<file path="config.mk">
export PLATFORM = sky130hd
export DESIGN_NAME = uart_tx_arbiter
export DESIGN_NICKNAME = d
export VERILOG_FILES = /design/src/rtl/uart_tx_arbiter.sv
export SDC_FILE = /design/constraint.sdc
export NUM_CORES = 1
export LEC_CHECK = 0
export CELL_PAD_IN_SITES_DETAIL_PLACEMENT = 1
export CELL_PAD_IN_SITES_GLOBAL_PLACEMENT = 1
export CORE_ASPECT_RATIO = 0.7
export CORE_MARGIN = 2
export CORE_UTILIZATION = 40
export DETAILED_ROUTE_END_ITERATION = 10
export DONT_BUFFER_PORTS = 1
export PLACE_DENSITY_LB_ADDON = 0.1
export SYNTH_ARGS = -nofsm -noshare
export SYNTH_HDL_FRONTEND = slang
export SYNTH_SLANG_ARGS = --single-unit
</file>
<file path="constraint.sdc">
create_clock -name clk -period 2.96 [get_ports clk]
set_clock_uncertainty 0.1 [all_clocks]
set_input_delay 0.592 -clock clk [delete_from_list [all_inputs] [get_ports clk]]
set_output_delay 0.592 -clock clk [all_outputs]
set_load 0.02 [all_outputs]
</file>
<file path="src/rtl/uart_tx_arbiter.sv">
// Round-robin arbiter that funnels four byte requesters into one UART transmitter.
// Optional WAIT_DONE watchdog is compiled in when UART_ARB_TIMEOUT_EN is defined.
module uart_tx_arbiter #(
    parameter int NUM_REQ        = 4,
    parameter int TIMEOUT_CYCLES = 2000
) (
    input  logic        clk,
    input  logic        rst_n,
    input  logic [3:0]  req_valid,
    input  logic [31:0] req_data,
    output logic [3:0]  req_ack,
    output logic        tx_data_valid,
    output logic [7:0]  tx_parallel_data,
    input  logic        tx_active,
    input  logic        tx_complete,
    output logic [1:0]  grant_id,
    output logic        busy,
    output logic        timeout_err
);

    typedef enum logic [1:0] {
        IDLE      = 2'd0,
        LAUNCH    = 2'd1,
        WAIT_DONE = 2'd2
    } state_t;

    state_t      state_reg, state_next;
    logic [1:0]  last_grant_reg, last_grant_next;
    logic [1:0]  winner_reg, winner_next;
    logic [7:0]  byte_reg, byte_next;
    logic [3:0]  req_ack_reg, req_ack_next;
    logic        tx_valid_reg, tx_valid_next;
    logic [7:0]  tx_data_reg, tx_data_next;
    logic [1:0]  grant_id_reg, grant_id_next;
    logic        busy_reg;
    logic        timeout_err_reg, timeout_err_next;

    logic [7:0]  req_byte [NUM_REQ];
    logic        sel_found;
    logic [1:0]  sel_idx;
    logic [1:0]  cand;

    for (genvar gi = 0; gi < NUM_REQ; gi++) begin : g_unpack
        assign req_byte[gi] = req_data[8*gi +: 8];
    end

    // Walk offsets from farthest to nearest so the requester just after
    // last_grant overwrites everyone else and wins.
    always_comb begin
        sel_found = 1'b0;
        sel_idx   = 2'd0;
        cand      = 2'd0;
        for (int i = NUM_REQ; i >= 1; i--) begin
            cand = last_grant_reg + 2'(i);
            if (req_valid[cand]) begin
                sel_found = 1'b1;
                sel_idx   = cand;
            end
        end
    end

`ifdef UART_ARB_TIMEOUT_EN
    localparam int WD_W = $clog2(TIMEOUT_CYCLES + 1);
    logic [WD_W-1:0] wd_count_reg;
    logic            wd_hit;
    logic            wd_expired;

    // Pulse is raised as the count reaches the limit; the FSM leaves one cycle later.
    assign wd_hit     = (wd_count_reg == WD_W'(TIMEOUT_CYCLES - 1));
    assign wd_expired = (wd_count_reg == WD_W'(TIMEOUT_CYCLES));

    always_ff @(posedge clk or negedge rst_n) begin
        if (!rst_n) begin
            wd_count_reg <= '0;
        end else if (state_reg == LAUNCH) begin
            wd_count_reg <= '0;
        end else if (state_reg == WAIT_DONE) begin
            wd_count_reg <= wd_count_reg + WD_W'(1);
        end
    end
`else
    logic wd_hit;
    logic wd_expired;

    assign wd_hit     = 1'b0;
    assign wd_expired = 1'b0;
`endif

    always_comb begin
        state_next       = state_reg;
        last_grant_next  = last_grant_reg;
        winner_next      = winner_reg;
        byte_next        = byte_reg;
        req_ack_next     = 4'b0000;
        tx_valid_next    = 1'b0;
        tx_data_next     = tx_data_reg;
        grant_id_next    = grant_id_reg;
        timeout_err_next = 1'b0;

        case (state_reg)
            IDLE: begin
                if (sel_found && !tx_active) begin
                    winner_next   = sel_idx;
                    byte_next     = req_byte[sel_idx];
                    grant_id_next = sel_idx;
                    state_next    = LAUNCH;
                end
            end
            LAUNCH: begin
                tx_valid_next   = 1'b1;
                tx_data_next    = byte_reg;
                req_ack_next    = 4'b0001 << winner_reg;
                last_grant_next = winner_reg;
                state_next      = WAIT_DONE;
            end
            WAIT_DONE: begin
                if (tx_complete) begin
                    state_next = IDLE;
                end else if (wd_expired) begin
                    state_next = IDLE;
                end else if (wd_hit) begin
                    timeout_err_next = 1'b1;
                end
            end
            default: begin
                state_next = IDLE;
            end
        endcase
    end

    always_ff @(posedge clk or negedge rst_n) begin
        if (!rst_n) begin
            state_reg       <= IDLE;
            last_grant_reg  <= 2'd3;
            winner_reg      <= 2'd0;
            byte_reg        <= 8'h00;
            req_ack_reg     <= 4'b0000;
            tx_valid_reg    <= 1'b0;
            tx_data_reg     <= 8'h00;
            grant_id_reg    <= 2'd0;
            busy_reg        <= 1'b0;
            timeout_err_reg <= 1'b0;
        end else begin
            state_reg       <= state_next;
            last_grant_reg  <= last_grant_next;
            winner_reg      <= winner_next;
            byte_reg        <= byte_next;
            req_ack_reg     <= req_ack_next;
            tx_valid_reg    <= tx_valid_next;
            tx_data_reg     <= tx_data_next;
            grant_id_reg    <= grant_id_next;
            busy_reg        <= (state_next != IDLE);
            timeout_err_reg <= timeout_err_next;
        end
    end

    assign req_ack          = req_ack_reg;
    assign tx_data_valid    = tx_valid_reg;
    assign tx_parallel_data = tx_data_reg;
    assign grant_id         = grant_id_reg;
    assign busy             = busy_reg;
    assign timeout_err      = timeout_err_reg;

endmodule

</file>
==> summary.md <==
| Metric | Value |
|---|---|
| Critical-path top delay cell | dfstp_2 |
| Die X-Extent | 76.03 um |
| Multi-input logic area | 668.1 um2 |
| Initial Utilization | 41.61% |
| Achievable frequency | 439.0 MHz |
| Total CTS buffers | 3 |
| Status | completed |
| Commonest cells after routing, fill and taps aside | nand2_1, dfrtp_1, nand3_1 |
| DRT Wirelength | 3010 um |
| Number of buffers inserted by port buffering | 0 |
| Relative area change from synthesis to final layout | 4.479% |
| Antenna diode count | 0 |
| Fillers | 400 |
| Register clock-pin slew on the reported worst setup and hold paths | 0.09 ns |
| Via count of the first global-routing pass | 1099 |
| Buffer type at the clock tree root | clkbuf_8 |
| Top-Level Pins | 57 |
| GRT Overall Usage | 15.76% |
| Synthesized area | 0.001453 mm2 |
| Overall overflow remaining after global route | 0 |
| Insertion delay of the later-clocked pin in the worst-skew pair | 0.27 ns |
| Total of warnings raised by yosys | 0 |
| Worst Path Class, Setup | reg -> reg |
| Final estimated routing congestion in global placement | 0.7071 |
| Vias per cell | 5.320 |
| Maximum single-stage delay on the critical path | 0.58 ns |
| Leak | 0.6838 nW |
| Wire length of the first global-routing pass | 5071 um |
| Critical Path RT | 3.04 ns |
| Die Area | 0.004137 mm2 |
| Cell Pwr Density | 946.3 mW/mm2 |
| H-tree lvl count | 1 |
| CP Launch Type | flop |
| Crit-path max FO | 16 |
| Worst endpoint data arrival time | 2.36 ns |
| Number of nets at the end of the flow | 185 |
| Buffering stage count on the worst path with inverters included | 0 |
| Cell-by-cell trace of the critical path | and3b_1, o31ai_4, or2_1, a211oi_2, a311oi_2 |
| Fin. Hold Viols | 0 |
| # Max-Cap Violations | 0 |
| Iteration count of the initial detailed-routing pass | 3 |
| Setup-failing EPs final | 0 |
| CTS tree | built |
| Mean post-synth cell area | 9.882 um2 |
| Total via count after detailed routing | 1032 |
| Number of antenna violations at the first check in global routing | 0 |
| Post-DP HPWL | 2338 um |
| Area taken by flip-flops and latches | 703.2 um2 |
| Commonest non-fill, non-tap cell in the layout | nand2_1 |
| Peak ir drop on the vdd network | 0.3943 mV |
| Top_reg_cell synth | dfrtp_1 |
| EDFF count, synth | 0 |
| Setup total negative slack | 0 ns |
| Number of standard-cell rows in the floorplan | 18 |
| DRC violation count after routing | 0 |
| Classification of the worst-slack hold path | in -> async |
| Category of cells accounting for the largest share of critical-path delay | compound AO/OA/AOI/OAI gates |
| Slack of the worst reg-to-reg path | 0.68 ns |
| Routed length per instance | 15.52 um |
| Fraction of synthesis flops using an asynchronous set or reset pin | 100.0% |
| Register bit total from synthesis | 28 |
| Number of nets produced by synthesis | 187 |
| Drt initial violations | 26 |
| Final antenna-violating net count | 0 |
| Unique cell type count in the Yosys netlist | 37 |
| Largest net degree at the start of global routing | 27 |
| Final max-slew violation count | 0 |
| Share of the clock period used by the worst path after layout | 76.96% |
| Chip height | 54.42 um |
| Transition time at the pin with the least slew margin | 0.6322 ns |
| Unrepaired setup endpoints after global routing | false |
| Final core utilization | 43.48% |
| Synth Instances | 147 |
| Nature of the critical path endpoint | flop |
| Placeable core area | 0.003491 mm2 |
| Fraction of final layout cells sized beyond drive strength 1 | 15.28% |
| Sequential-to-total area share from yosys stat | 48.41% |
| CTS sink cnt | 28 |
| Clock period minus final worst setup slack | 2.278 ns |
| Worst slew margin relative to its limit | 57.85% |
| Deepest clock path buffer count | 2 |
==> worst reg2reg max path, delay by kind of cell (launching register included) <==
kind / cells / cell delay, ns
flops: 1 / 0.58
simple gates: 2 / 0.61
compound gates: 3 / 0.91
==> cell type report <==
cell class              count  area share, %
flip-flops and latches     28          46.33
multi-input cells         106          44.02
repair buffers              1          1.319
inverters                   5          1.237
clock buffers               4          2.968
well taps                  50          4.122
==> timing repair <==
action                    in CTS  in global routing
hold buffers                   1                  0
buffers inserted               0                  0
hold endpoints to repair      26                  0
resized for setup              0                  0
==> layer usage <==
metal  up-vias  routed length [um]  track usage (%)
met5         -                   0                0
met4         0                  55            3.333
met3         6                 146            4.125
met2        33                1546            29.91
met1       498                1262            18.76
li1        495                   -                -
==> cell usage after synthesis, types with 2 or more instances <==
cell type	number	area share (%)
o21ai_0	2	0.69
mux2i_1	9	6.2
inv_1	4	1.0
buf_4	2	1.0
dfstp_2	2	3.6
mux2_2	7	5.4
dfrtp_1	26	45
nand2_1	41	11
clkbuf_1	2	0.52
nor3_1	2	0.69
o211ai_1	6	3.1
nand3_1	14	4.8
nor2b_1	2	0.86
nand2b_1	4	1.7
nor2_1	2	0.52
==> power by group <==
group	total (mW)	internal [mW]	leakage (nW)	switching (mW)
combinational	0.459	0.190	0.310	0.269
sequential	0.768	0.548	0.351	0.221
clock	0.209	0.0964	0.0228	0.113
==> worst paths after layout <==
kind                              startpoint             endpoint  cells past startpoint
hold reg to reg                  byte_reg[1]  tx_parallel_data[1]                      2
setup reg to reg           last_grant_reg[0]          byte_reg[2]                      5
max in group asynchronous              rst_n  tx_parallel_data[2]                      1
hold / removal                         rst_n          byte_reg[1]                      1
min in group clk                 tx_complete         state_reg[1]                      1
setup / recovery           last_grant_reg[0]          byte_reg[2]                      5
==> through the flow <==
step           hold slack (ns)  power (mW)  instance area, um2  cells  worst slack, ns
4_1_cts                0.02601       1.462                1518    194           0.6403
3_3_place_gp            0.1971       1.223                1453    189           0.6454
6_report               0.02644       1.436                1518    194           0.6819
2_1_floorplan           0.1964       1.168                1453    147           0.9957
3_5_place_dp            0.1970       1.244                1453    189           0.5989
5_1_grt                0.02177       1.564                1518    194           0.4543
==> logic make-up (layout without fill, tap and decap cells) <==
group                  after synthesis  in the layout  share of synthesized area, %
buffers and inverters               13             10                         5.597
other                                1              1                        0.2582
AO/OA/AOI/OAI                       18             18                         11.97
AND/OR/NAND/NOR                     71             71                         22.14
multiplexers                        16             16                         11.63
flip-flops                          28             28                         48.41
(Power assumes the default switching activity.)
